--- src/rtl/gauss_sample_collector_if.sv ---
// Sample and read-bus bundle between the Gaussian generator, the collector
// and the processor.
//
// Handshake semantics (one place, applies to every signal below):
//   Sample side: there is no back-pressure. A sample is offered on any cycle
//   with smp_valid_in=1. The collector consumes it on that edge, or drops it
//   and records the loss. gen_enable_out is a level that asks the generator
//   to keep producing.
//   Read side: rd_req is a one-cycle strobe. It is honoured only when the FIFO
//   is non-empty. rd_valid pulses exactly one cycle after an honoured strobe,
//   and rd_data is meaningful in that cycle.
//
// Modports:
//   master - generator/processor side (drives samples and read strobes)
//   slave  - collector side
interface gauss_sample_collector_if #(
  parameter int DATA_W = 32
);
  logic              smp_valid_in;
  logic [DATA_W-1:0] smp_data_in;
  logic              smp_invalid_in;
  logic              gen_complete_in;
  logic              gen_enable_out;
  logic              rd_req;
  logic [DATA_W-1:0] rd_data;
  logic              rd_valid;

  modport master (
    output smp_valid_in, smp_data_in, smp_invalid_in, gen_complete_in, rd_req,
    input  gen_enable_out, rd_data, rd_valid
  );

  modport slave (
    input  smp_valid_in, smp_data_in, smp_invalid_in, gen_complete_in, rd_req,
    output gen_enable_out, rd_data, rd_valid
  );
endinterface

--- src/rtl/gauss_sample_collector.sv ---
// gauss_sample_collector
// Consumer end of the Gaussian RNG sample stream. Good samples are pushed
// into a FIFO for the processor, accepted/rejected samples are counted, and
// accepted samples are summed. A run ends after TARGET_CNT accepts or when the
// generator reports completion, then the FIFO is drained.
//
// Ports:
//   clk, reset   rising-edge clock, asynchronous active-high reset
//   start        one-cycle pulse: begin a run (honoured in IDLE/DONE only)
//   bus          sample + read bus (slave modport)
//   fifo_empty   FIFO holds 0 entries (registered, exact)
//   fifo_full    FIFO holds FIFO_DEPTH entries (registered, exact)
//   accept_cnt   accepted samples this run
//   reject_cnt   rejected samples this run, saturating
//   sum_out      signed wrapping 48-bit sum of accepted samples
//   overflow     sticky: a good sample was dropped on a full FIFO
//   done         1 while in DONE
//   state_out    IDLE=0, COLLECT=1, DRAIN=2, DONE=3
module gauss_sample_collector #(
  parameter int DATA_W     = 32,
  parameter int FIFO_DEPTH = 16,
  parameter int TARGET_CNT = 10000000,
  parameter int CNT_W      = 24
) (
  input  logic                         clk,
  input  logic                         reset,
  input  logic                         start,
  gauss_sample_collector_if.slave      bus,
  output logic                         fifo_empty,
  output logic                         fifo_full,
  output logic [CNT_W-1:0]             accept_cnt,
  output logic [CNT_W-1:0]             reject_cnt,
  output logic [47:0]                  sum_out,
  output logic                         overflow,
  output logic                         done,
  output logic [1:0]                   state_out
);

  localparam int AW = $clog2(FIFO_DEPTH);
  localparam logic [CNT_W-1:0] TARGET = CNT_W'(TARGET_CNT);

  localparam logic [1:0] S_IDLE    = 2'd0;
  localparam logic [1:0] S_COLLECT = 2'd1;
  localparam logic [1:0] S_DRAIN   = 2'd2;
  localparam logic [1:0] S_DONE    = 2'd3;

  logic [1:0]        state;
  logic [DATA_W-1:0] mem [FIFO_DEPTH];
  logic [AW:0]       wr_ptr, rd_ptr, wr_ptr_nxt, rd_ptr_nxt;
  logic [DATA_W-1:0] rd_data_q;
  logic              rd_valid_q;
  logic              below_target, sampling, good, bad, push, pop, restart;
  logic [47:0]       sample_ext;

  always_comb begin
    below_target = accept_cnt < TARGET;
    // Once the target accept has landed, the FSM still sits in COLLECT for
    // one cycle; gating on below_target keeps accept_cnt from overshooting.
    sampling     = (state == S_COLLECT) && below_target;
    good         = sampling && bus.smp_valid_in && !bus.smp_invalid_in;
    bad          = sampling && bus.smp_valid_in && bus.smp_invalid_in;
    pop          = bus.rd_req && !fifo_empty;
    // A pop in the same cycle frees a slot, so a full FIFO can still accept.
    push         = good && (!fifo_full || pop);
    restart      = start && ((state == S_IDLE) || (state == S_DONE));
    wr_ptr_nxt   = wr_ptr + {{AW{1'b0}}, push};
    rd_ptr_nxt   = rd_ptr + {{AW{1'b0}}, pop};
    sample_ext   = {{(48-DATA_W){bus.smp_data_in[DATA_W-1]}}, bus.smp_data_in};
  end

  always_ff @(posedge clk or posedge reset) begin
    if (reset) begin
      state <= S_IDLE;
    end else begin
      case (state)
        S_IDLE:    if (start) state <= S_COLLECT;
        S_COLLECT: if ((accept_cnt == TARGET) || bus.gen_complete_in) state <= S_DRAIN;
        // Wait for the last popped word to be presented before finishing.
        S_DRAIN:   if (fifo_empty && !rd_valid_q) state <= S_DONE;
        S_DONE:    if (start) state <= S_COLLECT;
        default:   state <= S_IDLE;
      endcase
    end
  end

  always_ff @(posedge clk or posedge reset) begin
    if (reset) begin
      accept_cnt <= '0;
      reject_cnt <= '0;
      sum_out    <= '0;
      overflow   <= 1'b0;
    end else if (restart) begin
      accept_cnt <= '0;
      reject_cnt <= '0;
      sum_out    <= '0;
      overflow   <= 1'b0;
    end else begin
      if (push) begin
        accept_cnt <= accept_cnt + CNT_W'(1);
        sum_out    <= sum_out + sample_ext;
      end
      if (bad && (reject_cnt != '1)) reject_cnt <= reject_cnt + CNT_W'(1);
      if (good && !push) overflow <= 1'b1;
    end
  end

  // Flags are computed from next-pointer values so they are exact on the
  // same edge that moves the pointers.
  always_ff @(posedge clk or posedge reset) begin
    if (reset) begin
      wr_ptr     <= '0;
      rd_ptr     <= '0;
      fifo_empty <= 1'b1;
      fifo_full  <= 1'b0;
      rd_valid_q <= 1'b0;
      rd_data_q  <= '0;
    end else begin
      wr_ptr     <= wr_ptr_nxt;
      rd_ptr     <= rd_ptr_nxt;
      fifo_empty <= (wr_ptr_nxt == rd_ptr_nxt);
      fifo_full  <= (wr_ptr_nxt[AW] != rd_ptr_nxt[AW]) &&
                    (wr_ptr_nxt[AW-1:0] == rd_ptr_nxt[AW-1:0]);
      rd_valid_q <= pop;
      if (pop) rd_data_q <= mem[rd_ptr[AW-1:0]];
    end
  end

  // Storage needs no reset; the pointers define what is valid.
  always_ff @(posedge clk) begin
    if (push) mem[wr_ptr[AW-1:0]] <= bus.smp_data_in;
  end

  assign bus.gen_enable_out = sampling;
  assign bus.rd_data        = rd_data_q;
  assign bus.rd_valid       = rd_valid_q;
  assign done               = (state == S_DONE);
  assign state_out          = state;

endmodule

--- src/flat_wrapper.sv ---
// flat-port wrapper written by rule: the top's interface ports become plain ports
module gauss_sample_collector_flat 
#(
  parameter int DATA_W     = 32,
  parameter int FIFO_DEPTH = 16,
  parameter int TARGET_CNT = 10000000,
  parameter int CNT_W      = 24
)
  (clk, reset, start, fifo_empty, fifo_full, accept_cnt, reject_cnt, sum_out, overflow, done, state_out, bus_smp_valid_in, bus_smp_data_in, bus_smp_invalid_in, bus_gen_complete_in, bus_rd_req, bus_gen_enable_out, bus_rd_data, bus_rd_valid);
  gauss_sample_collector_if #(.DATA_W(DATA_W)) bus_i ();
  input  logic clk;
  input  logic reset;
  input  logic start;
  output logic fifo_empty;
  output logic fifo_full;
  output logic [CNT_W-1:0] accept_cnt;
  output logic [CNT_W-1:0] reject_cnt;
  output logic [47:0] sum_out;
  output logic overflow;
  output logic done;
  output logic [1:0] state_out;
  input wire logic [$bits(bus_i.smp_valid_in)-1:0] bus_smp_valid_in;
  input wire logic [$bits(bus_i.smp_data_in)-1:0] bus_smp_data_in;
  input wire logic [$bits(bus_i.smp_invalid_in)-1:0] bus_smp_invalid_in;
  input wire logic [$bits(bus_i.gen_complete_in)-1:0] bus_gen_complete_in;
  input wire logic [$bits(bus_i.rd_req)-1:0] bus_rd_req;
  output wire logic [$bits(bus_i.gen_enable_out)-1:0] bus_gen_enable_out;
  output wire logic [$bits(bus_i.rd_data)-1:0] bus_rd_data;
  output wire logic [$bits(bus_i.rd_valid)-1:0] bus_rd_valid;
  assign bus_i.smp_valid_in = bus_smp_valid_in;
  assign bus_i.smp_data_in = bus_smp_data_in;
  assign bus_i.smp_invalid_in = bus_smp_invalid_in;
  assign bus_i.gen_complete_in = bus_gen_complete_in;
  assign bus_i.rd_req = bus_rd_req;
  assign bus_gen_enable_out = bus_i.gen_enable_out;
  assign bus_rd_data = bus_i.rd_data;
  assign bus_rd_valid = bus_i.rd_valid;
  gauss_sample_collector #(.DATA_W(DATA_W), .FIFO_DEPTH(FIFO_DEPTH), .TARGET_CNT(TARGET_CNT), .CNT_W(CNT_W)) u_core (.clk(clk), .reset(reset), .start(start), .bus(bus_i), .fifo_empty(fifo_empty), .fifo_full(fifo_full), .accept_cnt(accept_cnt), .reject_cnt(reject_cnt), .sum_out(sum_out), .overflow(overflow), .done(done), .state_out(state_out));
endmodule
--- config.mk ---
export PLATFORM = sky130hd
export DESIGN_NAME = gauss_sample_collector_flat
export DESIGN_NICKNAME = d
export VERILOG_FILES = /design/src/rtl/gauss_sample_collector_if.sv /design/src/rtl/gauss_sample_collector.sv /design/src/flat_wrapper.sv
export SDC_FILE = /design/constraint.sdc
export NUM_CORES = 1
export LEC_CHECK = 0
export CAP_MARGIN = 20
export CORE_ASPECT_RATIO = 0.5
export CORE_MARGIN = 2
export CORE_UTILIZATION = 61
export DETAILED_ROUTE_END_ITERATION = 8
export MAX_ROUTING_LAYER = met4
export PLACE_DENSITY_LB_ADDON = 0.15
export SYNTH_ARGS = -nofsm -noshare
export SYNTH_HDL_FRONTEND = slang
export SYNTH_SLANG_ARGS = --single-unit
--- constraint.sdc ---
create_clock -name clk -period 14.45 [get_ports clk]
set_clock_uncertainty 0.05 [all_clocks]
set_input_delay 2.89 -clock clk [delete_from_list [all_inputs] [get_ports clk]]
set_output_delay 2.89 -clock clk [all_outputs]
set_load 0.1 [all_outputs]
==> impl_results.html, run 1 <==
<table>
<tr><th>Metric</th><th>Value</th></tr>
<tr><th colspan="2">Worst setup path</th></tr>
<tr><td>Endpoint of the worst register-to-register path</td><td>u_core.mem[5][6]$_DFFE_PP_</td></tr>
<tr><td>Most prevalent standard cell on the critical path</td><td>buf_4</td></tr>
<tr><td>Type of element launching the critical path</td><td>input pin</td></tr>
<tr><td>Largest stage delay, worst path</td><td>0.66 ns</td></tr>
<tr><td>Data required time at the worst endpoint</td><td>14.66 ns</td></tr>
<tr><td>CP Data Arrival Time</td><td>7.37 ns</td></tr>
<tr><td>Length in cells of the worst reg-to-reg path</td><td>10</td></tr>
<tr><td>Type of the worst setup path</td><td>in -&gt; reg</td></tr>
<tr><td>R2r startpoint</td><td>u_core.fifo_empty$_DFF_PP1_</td></tr>
<tr><td>Cell with the largest stage delay on the worst path</td><td>nor2_4</td></tr>
<tr><td>Cells along the critical path</td><td>clkdlybuf4s50_1 -&gt; nand2b_2 -&gt; and2_1 -&gt; nor3b_1 -&gt; nand3_2 -&gt; buf_4 -&gt; inv_2 -&gt; buf_4 -&gt; nand3b_1 -&gt; nor2_4 -&gt; buf_4</td></tr>
<tr><td>Critical Path Sink Type</td><td>flip-flop</td></tr>
<tr><td>Reg-to-reg setup timing slack</td><td>9.53 ns</td></tr>
<tr><td>Max Fanout on Critical Path</td><td>72</td></tr>
<tr><th colspan="2">GRT</th></tr>
<tr><td>GRT Util Overall</td><td>0.302</td></tr>
<tr><td>Global-route wire length before repair</td><td>104000 µm</td></tr>
<tr><td>Number of antenna violations at the first check in global routing</td><td>5</td></tr>
<tr><td>Grt total ovfl</td><td>0</td></tr>
<tr><td>Number of global-route vias before repair</td><td>16679</td></tr>
<tr><td>Largest net degree at the start of global routing</td><td>79</td></tr>
<tr><th colspan="2">Route</th></tr>
<tr><td>Wirelength per Cell</td><td>26.5 µm</td></tr>
<tr><td>Final antenna-violating net count</td><td>0</td></tr>
<tr><td>Number of design-rule violations left by the first detailed-router iteration</td><td>1953</td></tr>
<tr><td>Vias post-DR</td><td>16981</td></tr>
<tr><td>Final wirelength</td><td>69300 µm</td></tr>
<tr><td>DRT Pass-1 Iters</td><td>8</td></tr>
<tr><td>Vias per std cell</td><td>6.49</td></tr>
<tr><td>Remaining routing DRC violations</td><td>0</td></tr>
<tr><th colspan="2">Timing</th></tr>
<tr><td>Worst setup slack after layout</td><td>7.29 ns</td></tr>
<tr><td>Setup violators final</td><td>0</td></tr>
<tr><td>Crit path time final</td><td>7.16 ns</td></tr>
<tr><td>Remaining max-slew budget at the tightest pin</td><td>0.234</td></tr>
<tr><td>Count of final hold-check violations</td><td>0</td></tr>
<tr><td>Upper clock frequency limit</td><td>140 MHz</td></tr>
<tr><td>Unrepaired setup endpoints after global routing</td><td>false</td></tr>
<tr><td>Final max-slew violation count</td><td>0</td></tr>
<tr><td>Period utilization</td><td>0.495</td></tr>
<tr><td>Tightest Pin Transition</td><td>1.15 ns</td></tr>
<tr><td>Total negative slack</td><td>0 ns</td></tr>
<tr><th colspan="2">Cells and area</th></tr>
<tr><td>Most common cell after layout, fill and taps aside</td><td>edfxtp_1</td></tr>
<tr><td>Most used cells in the layout excluding fill and tap cells</td><td>512 x edfxtp_1, 227 x nand2_1, 174 x clkdlybuf4s50_1</td></tr>
<tr><td>Area growth from synthesis to layout</td><td>15.3%</td></tr>
<tr><td>Final Instance Area</td><td>32500 µm²</td></tr>
<tr><td>Share of layout cells above drive strength 1</td><td>0.151</td></tr>
<tr><td>Fraction of the core area covered by cells at the end of the flow</td><td>0.716</td></tr>
<tr><td>Final-stage net count</td><td>2068</td></tr>
<tr><th colspan="2">Worst hold path</th></tr>
<tr><td>Worst Hold Depth</td><td>2</td></tr>
<tr><td>Min-delay worst type</td><td>reg -&gt; reg</td></tr>
<tr><td>Start point of the worst hold path</td><td>u_core.bus.rd_data[14]$_DFFE_PP0P_</td></tr>
<tr><td>Worst Hold Endpoint</td><td>u_core.bus.rd_data[14]$_DFFE_PP0P_</td></tr>
<tr><th colspan="2">Place</th></tr>
<tr><td>Number of buffers inserted by port buffering</td><td>174</td></tr>
<tr><td>Final HPWL DP</td><td>40000 µm</td></tr>
<tr><td>Worst-case setup slack after placement</td><td>6.67 ns</td></tr>
<tr><td>Final weighted congestion of routability-driven global placement</td><td>0.881</td></tr>
<tr><td>Placed Area</td><td>30700 µm²</td></tr>
<tr><th colspan="2">CTS</th></tr>
<tr><td>Number of buffers inserted for hold repair after clock tree synthesis</td><td>0</td></tr>
<tr><td>Clock sinks</td><td>656</td></tr>
<tr><td>Root Buffer Master</td><td>clkbuf_16</td></tr>
<tr><td>Setup bufs post-CTS</td><td>0</td></tr>
<tr><td>Clock edge transition at the registers on the reported setup and hold paths</td><td>0.07 ns</td></tr>
<tr><td>Maximum count of clock buffers along a single path</td><td>3</td></tr>
<tr><td>Clock tree from TritonCTS</td><td>built</td></tr>
<tr><td>Number of gates resized after CTS</td><td>0</td></tr>
<tr><td>Worst-skew pair later-pin latency</td><td>0.62 ns</td></tr>
<tr><td>CTS buffer count</td><td>54</td></tr>
<tr><td>Deepest level of the CTS H-tree</td><td>2</td></tr>
<tr><th colspan="2">Floorplan</th></tr>
<tr><td>Die Footprint</td><td>48100 µm²</td></tr>
<tr><td>Std cell rows</td><td>55</td></tr>
<tr><td>Starting density of the core</td><td>0.621</td></tr>
<tr><td>Ports placed on the boundary</td><td>175</td></tr>
<tr><td>Die boundary width</td><td>308 µm</td></tr>
<tr><td>Core Box Area</td><td>45400 µm²</td></tr>
<tr><td>Die Y-Extent</td><td>156 µm</td></tr>
<tr><th colspan="2">Synthesis</th></tr>
<tr><td>Share of the synthesized area in the top cell type</td><td>0.545</td></tr>
<tr><td>Yosys Warn Count</td><td>0</td></tr>
<tr><td>Avg Inst Size Synth</td><td>15.7 µm²</td></tr>
<tr><td>Number of distinct library cell variants in the gate-level netlist after synthesis</td><td>69</td></tr>
<tr><td>Post-synth EDFFs</td><td>512</td></tr>
<tr><td>Largest area contributor in the synthesized netlist</td><td>edfxtp_1</td></tr>
<tr><td>Area contributors post-synth</td><td>edfxtp_1 55%, mux4_2 13%, dfrtp_1 13%</td></tr>
<tr><td>FF+latch count, synth</td><td>656</td></tr>
<tr><td>Share of synthesized area occupied by flip-flops and latches</td><td>0.673</td></tr>
<tr><td>Synthesized Nets</td><td>1890</td></tr>
<tr><td>Share of flip-flops with an asynchronous set or reset</td><td>0.220</td></tr>
<tr><td>Most frequently used flop master after synthesis</td><td>edfxtp_1</td></tr>
<tr><td>Synth Cell Area</td><td>28200 µm²</td></tr>
<tr><td>Cells after synthesis</td><td>1793</td></tr>
<tr><th colspan="2">Power and ir drop</th></tr>
<tr><td>Final total power</td><td>0.00661 W</td></tr>
<tr><td>Flop pwr share</td><td>0.361</td></tr>
<tr><td>LEAKAGE</td><td>11.5 nW</td></tr>
<tr><td>Power density of the placed cells</td><td>203 nW/µm²</td></tr>
<tr><td>Internal Dissipation</td><td>0.00395 W</td></tr>
<tr><td>IR drop worst, VDD</td><td>0.197 mV</td></tr>
<tr><td>Clock group share of total power</td><td>0.228</td></tr>
<tr><td>Combinational share of power</td><td>0.412</td></tr>
<tr><td>Share of total power consumed by net switching</td><td>0.402</td></tr>
<tr><td>Power dissipated by switching net loads</td><td>0.00266 W</td></tr>
<tr><th colspan="2">Run</th></tr>
<tr><td>Max-cap violation count</td><td>0</td></tr>
<tr><th colspan="2">Status</th></tr>
<tr><td>Outcome</td><td>finished, final reports clean</td></tr>
</table>
-- Yosys cell counts (all sizes together), types with 8 or more instances --
library cell,number
edfxtp,512
nand2,228
mux4,160
dfrtp,143
a21oi,90
nor2,86
clkbuf,61
ha,57
o21ai,49
nand3,47
xor2,46
xnor2,34
inv,26
buf,22
nand4,20
nor3,19
a21o,15
a31oi,15
and3,15
nand2b,15
or3,15
and2,11
o21a,10
mux2i,8
o211ai,8
-- how the worst max path moves through the flow --
stage / start / to / slack [ns] / cells after the start
after floorplan: bus_rd_req / u_core.mem[2][0]$_DFFE_PP_ / 7.55 / 9
after global placement: bus_rd_req / u_core.mem[7][20]$_DFFE_PP_ / 6.79 / 11
after detailed placement: bus_rd_req / u_core.mem[7][18]$_DFFE_PP_ / 6.67 / 11
after CTS: bus_rd_req / u_core.mem[5][6]$_DFFE_PP_ / 7.26 / 11
after global routing: bus_rd_req / u_core.mem[5][6]$_DFFE_PP_ / 7.10 / 11
final: bus_rd_req / u_core.mem[5][6]$_DFFE_PP_ / 7.29 / 11
-- worst max-delay path: cells and delay by family --
kind,cells,cell delay (ns)
and+or+nand+nor,6,2.47
buffers and inverters,5,1.98
-- cells by family after synthesis --
logic type	share of synthesized area
DFF	0.673
and+or+nand+nor	0.0799
AOI/OAI and AO/OA	0.0505
muxes	0.131
buffers and inverters	0.0149
xor gates and xnor gates	0.0248
adders and majority gates	0.0260
-- state kept, by name (all words and copies together), names as in the netlist --
| register | count |
|---|---|
| u_core.rd_ptr | 5 |
| u_core.bus.rd_data | 32 |
| u_core.fifo_empty | 1 |
| u_core.sum_out | 48 |
| u_core.reject_cnt | 24 |
| u_core.overflow | 1 |
| u_core.bus.rd_valid | 1 |
| u_core.state_out | 2 |
| u_core.accept_cnt | 24 |
| u_core.wr_ptr | 5 |
| u_core.fifo_full | 1 |
| u_core.mem | 512 |
-- metal layers --
metal  track usage  share of wire
met3        0.0481          0.094
met4        0.0611          0.017
met2         0.472           0.48
met5             -              0
met1         0.433           0.41
-- per-stage QoR --
step	instances	hold WS (ns)
after floorplan	1793	0.427
after global placement	2513	0.408
after detailed placement	2513	0.413
after CTS	2613	0.430
after global routing	2616	0.454
final	2616	0.424
-- layout make-up --
cell class	instances	area [µm²]
diodes	3	7.51
clock buffers	72	1500
clock inverters	28	283
fillers	2782	12900
inverters	26	103
multi-input cells	1028	8920
flip-flops and latches	656	19000
well taps	598	748
repair buffers	205	1970
-- power by group through the flow --
| stage | combinational, W | sequential (W) | clock (W) |
|---|---|---|---|
| final | 0.00272 | 0.00238 | 0.00150 |
| after global routing | 0.00287 | 0.00241 | 0.00158 |
| after CTS | 0.00273 | 0.00238 | 0.00152 |
| after detailed placement | 0.00270 | 0.00242 | 0 |
| after global placement | 0.00267 | 0.00242 | 0 |
| after floorplan | 0.00135 | 0.00310 | 0 |
No activity file was read; power rests on OpenSTA's default activity.
==> run 2: changes to the inputs <==
CORE_UTILIZATION = 54   (was 61)
clock period = 5.89 ns   (was 14.45 ns; I/O delays follow)
==> run 2 against run 1 <==
Effect of this change: via count is 2.3% lower; combinational power rose by 150%; register-to-register slack worse by 7.6 ns; design area grew 1.5%; first-iteration DRC count fell by 9.8%; count of clock-buffer cells in the layout grew 9; sequential power rose by 140%; die area up 13%; critical path depth fell by 7; worst setup slack got worse by 6.1 ns; largest cell class unchanged.
==> impl_results.html, run 2 (synthesis gave the netlist of run 1 again) <==
<table>
<tr><th>Metric</th><th>Value</th></tr>
<tr><th colspan="2">Cells and area</th></tr>
<tr><td>Share of layout cells above drive strength 1</td><td>0.163 (+0.0117)</td></tr>
<tr><td>Most common cell after layout, fill and taps aside</td><td>edfxtp_1</td></tr>
<tr><td>Max reg flops</td><td>512 (unchanged)</td></tr>
<tr><td>Most used cells in the layout excluding fill and tap cells</td><td>512 x edfxtp_1, 227 x nand2_1, 174 x clkdlybuf4s50_1</td></tr>
<tr><td>Area growth from synthesis to layout</td><td>17.1%</td></tr>
<tr><td>Final-stage net count</td><td>2094 (+1.3%)</td></tr>
<tr><td>Number of inserted filler cells in the final layout</td><td>3667 (+32%)</td></tr>
<tr><td>Total inserted antenna cells</td><td>0 (-3)</td></tr>
<tr><th colspan="2">Floorplan</th></tr>
<tr><td>Die Footprint</td><td>54200 µm² (+13%)</td></tr>
<tr><td>Starting density of the core</td><td>0.545 (-0.0760)</td></tr>
<tr><td>Core Box Area</td><td>51700 µm² (+14%)</td></tr>
<tr><td>Die boundary width</td><td>327 µm (+6.2%)</td></tr>
<tr><td>Std cell rows</td><td>59 (+7.3%)</td></tr>
<tr><td>Die Y-Extent</td><td>166 µm (+6.1%)</td></tr>
<tr><td>Ports placed on the boundary</td><td>175 (unchanged)</td></tr>
<tr><th colspan="2">Timing</th></tr>
<tr><td>Setup violators final</td><td>0 (unchanged)</td></tr>
<tr><td>Upper clock frequency limit</td><td>213 MHz</td></tr>
<tr><td>Period utilization</td><td>0.795</td></tr>
<tr><td>Total negative slack</td><td>0 ns (unchanged)</td></tr>
<tr><td>Tightest Pin Transition</td><td>1.10 ns (-0.0479 ns)</td></tr>
<tr><td>Unrepaired setup endpoints after global routing</td><td>false</td></tr>
<tr><td>Final max-slew violation count</td><td>0 (unchanged)</td></tr>
<tr><td>Crit path time final</td><td>4.68 ns</td></tr>
<tr><td>Remaining max-slew budget at the tightest pin</td><td>0.263 (+0.0296)</td></tr>
<tr><td>Count of final hold-check violations</td><td>0 (unchanged)</td></tr>
<tr><th colspan="2">GRT</th></tr>
<tr><td>Largest net degree at the start of global routing</td><td>71 (-10%)</td></tr>
<tr><td>Number of antenna violations at the first check in global routing</td><td>5 (unchanged)</td></tr>
<tr><td>Grt total ovfl</td><td>0 (unchanged)</td></tr>
<tr><td>GRT Util Overall</td><td>0.265 (-0.0379)</td></tr>
<tr><td>Global-route wire length before repair</td><td>105000 µm (+0.59%)</td></tr>
<tr><td>Number of global-route vias before repair</td><td>16860 (+1.1%)</td></tr>
<tr><th colspan="2">Worst hold path</th></tr>
<tr><td>Start point of the worst hold path</td><td>u_core.bus.rd_data[30]$_DFFE_PP0P_</td></tr>
<tr><td>Worst Hold Depth</td><td>2 (unchanged)</td></tr>
<tr><td>Min-delay worst type</td><td>reg -&gt; reg</td></tr>
<tr><td>Worst Hold Endpoint</td><td>u_core.bus.rd_data[30]$_DFFE_PP0P_</td></tr>
<tr><th colspan="2">Worst setup path</th></tr>
<tr><td>R2r startpoint</td><td>u_core.accept_cnt[22]$_DFFE_PP0P_</td></tr>
<tr><td>Type of the worst setup path</td><td>reg -&gt; out</td></tr>
<tr><td>Reg-to-reg setup timing slack</td><td>1.89 ns (-7.64 ns)</td></tr>
<tr><td>Critical Path Sink Type</td><td>output port</td></tr>
<tr><td>CP Data Arrival Time</td><td>3.46 ns (-3.91 ns)</td></tr>
<tr><td>Endpoint of the worst register-to-register path</td><td>u_core.mem[6][19]$_DFFE_PP_</td></tr>
<tr><td>Length in cells of the worst reg-to-reg path</td><td>8 (-2)</td></tr>
<tr><td>Data required time at the worst endpoint</td><td>4.66 ns (-10.00 ns)</td></tr>
<tr><td>Max Fanout on Critical Path</td><td>5 (-93%)</td></tr>
<tr><td>Type of element launching the critical path</td><td>flip-flop</td></tr>
<tr><th colspan="2">Route</th></tr>
<tr><td>Final wirelength</td><td>68300 µm (-1.4%)</td></tr>
<tr><td>Vias per std cell</td><td>6.05 (-6.9%)</td></tr>
<tr><td>Number of design-rule violations left by the first detailed-router iteration</td><td>1762 (-9.8%)</td></tr>
<tr><td>Wirelength per Cell</td><td>24.9 µm (-6.0%)</td></tr>
<tr><td>Final antenna-violating net count</td><td>0 (unchanged)</td></tr>
<tr><td>DRT Pass-1 Iters</td><td>5 (-3)</td></tr>
<tr><td>Vias post-DR</td><td>16585 (-2.3%)</td></tr>
<tr><td>Remaining routing DRC violations</td><td>0 (unchanged)</td></tr>
<tr><th colspan="2">CTS</th></tr>
<tr><td>CTS buffer count</td><td>55 (+1.9%)</td></tr>
<tr><td>Clock sinks</td><td>656 (unchanged)</td></tr>
<tr><td>Clock edge transition at the registers on the reported setup and hold paths</td><td>0.07 ns (about the same)</td></tr>
<tr><td>Deepest level of the CTS H-tree</td><td>2 (unchanged)</td></tr>
<tr><td>Maximum count of clock buffers along a single path</td><td>3 (unchanged)</td></tr>
<tr><td>Root Buffer Master</td><td>clkbuf_16</td></tr>
<tr><td>Number of gates resized after CTS</td><td>0 (unchanged)</td></tr>
<tr><td>Setup bufs post-CTS</td><td>0 (unchanged)</td></tr>
<tr><td>Worst-skew pair later-pin latency</td><td>0.63 ns (about the same)</td></tr>
<tr><td>Clock tree from TritonCTS</td><td>built</td></tr>
<tr><td>Number of buffers inserted for hold repair after clock tree synthesis</td><td>0 (unchanged)</td></tr>
<tr><th colspan="2">Power and ir drop</th></tr>
<tr><td>Power density of the placed cells</td><td>495 nW/µm² (+140%)</td></tr>
<tr><td>LEAKAGE</td><td>11.7 nW (+1.5%)</td></tr>
<tr><td>IR drop worst, VDD</td><td>0.345 mV (+75%)</td></tr>
<tr><td>Final total power</td><td>0.0163 W (+150%)</td></tr>
<tr><th colspan="2">Place</th></tr>
<tr><td>Final HPWL DP</td><td>42400 µm (+5.9%)</td></tr>
<tr><td>Number of buffers inserted by port buffering</td><td>174 (unchanged)</td></tr>
<tr><td>Final weighted congestion of routability-driven global placement</td><td>0.923 (+4.7%)</td></tr>
<tr><th colspan="2">Status</th></tr>
<tr><td>Outcome</td><td>finished, final reports clean</td></tr>
<tr><th colspan="2">Run</th></tr>
<tr><td>Max-cap violation count</td><td>0 (unchanged)</td></tr>
</table>
==> run 2: changes by cell type in the layout (fill, tap and decap cells not counted), sizes merged <==
cell | previous run | this run
clkinv | 19 | 11
diode | 3 | 0
clkbuf | 72 | 81
inv | 30 | 27
bufinv | 4 | 6
clkinvlp | 1 | 3
buf | 31 | 56
==> run 2: layout make-up <==
cell class | instances | area, µm² | area share
clock buffer | 81 | 1550 | 0.0471
clock inverter | 21 | 315 | 0.00955
inverter | 26 | 103 | 0.00311
multi-input combinational | 1028 | 8920 | 0.270
sequential | 656 | 19000 | 0.575
tap | 701 | 877 | 0.0266
timing repair buffer | 230 | 2260 | 0.0684
==> run 2: worst max-delay path by stage <==
stage,from,end,depth (start not counted)
3_5_place_dp,bus_smp_data_in[9],u_core.sum_out[47]$_DFFE_PP0P_,11
3_3_place_gp,bus_smp_data_in[1],u_core.sum_out[42]$_DFFE_PP0P_,13
2_1_floorplan,u_core.accept_cnt[21]$_DFFE_PP0P_,u_core.mem[2][0]$_DFFE_PP_,7
5_1_grt,u_core.accept_cnt[22]$_DFFE_PP0P_,bus_gen_enable_out,4
4_1_cts,u_core.accept_cnt[22]$_DFFE_PP0P_,bus_gen_enable_out,4
6_report,u_core.accept_cnt[22]$_DFFE_PP0P_,bus_gen_enable_out,4
==> run 2: critical path: stages (launching register included) <==
cell	delay, ns
dfrtp_1	0.44
or4_1	0.55
o311ai_1	0.43
and2_1	0.27
clkdlybuf4s50_1	1.16
==> run 2: report_power, final <==
group	internal (W)	total, W	switching [W]
Combinational	0.00236	0.00675	0.00438
Clock	0.00211	0.00379	0.00169
Sequential	0.00538	0.00580	0.000417
==> run 2: per-layer routing <==
layer / share of wire / GRT usage / vias up
li1: - / - / 7340
met1: 0.44 / 0.386 / 8601
met2: 0.47 / 0.404 / 578
met3: 0.070 / 0.0410 / 66
met4: 0.015 / 0.0493 / 0
met5: 0 / - / -
==> run 2: metrics by stage <==
| step | util | instance area, µm² | hold slack, ns | worst slack [ns] | cells |
|---|---|---|---|---|---|
| after floorplan | - | 28200 | 0.427 | 0.661 | 1793 |
| after detailed placement | 0.601 | 31100 | 0.412 | 0.810 | 2640 |
| after global routing | 0.638 | 33000 | 0.444 | 1.11 | 2743 |
| final | 0.638 | 33000 | 0.424 | 1.21 | 2743 |
| after CTS | 0.638 | 33000 | 0.428 | 1.18 | 2742 |
| after global placement | 0.601 | 31100 | 0.407 | 0.875 | 2640 |
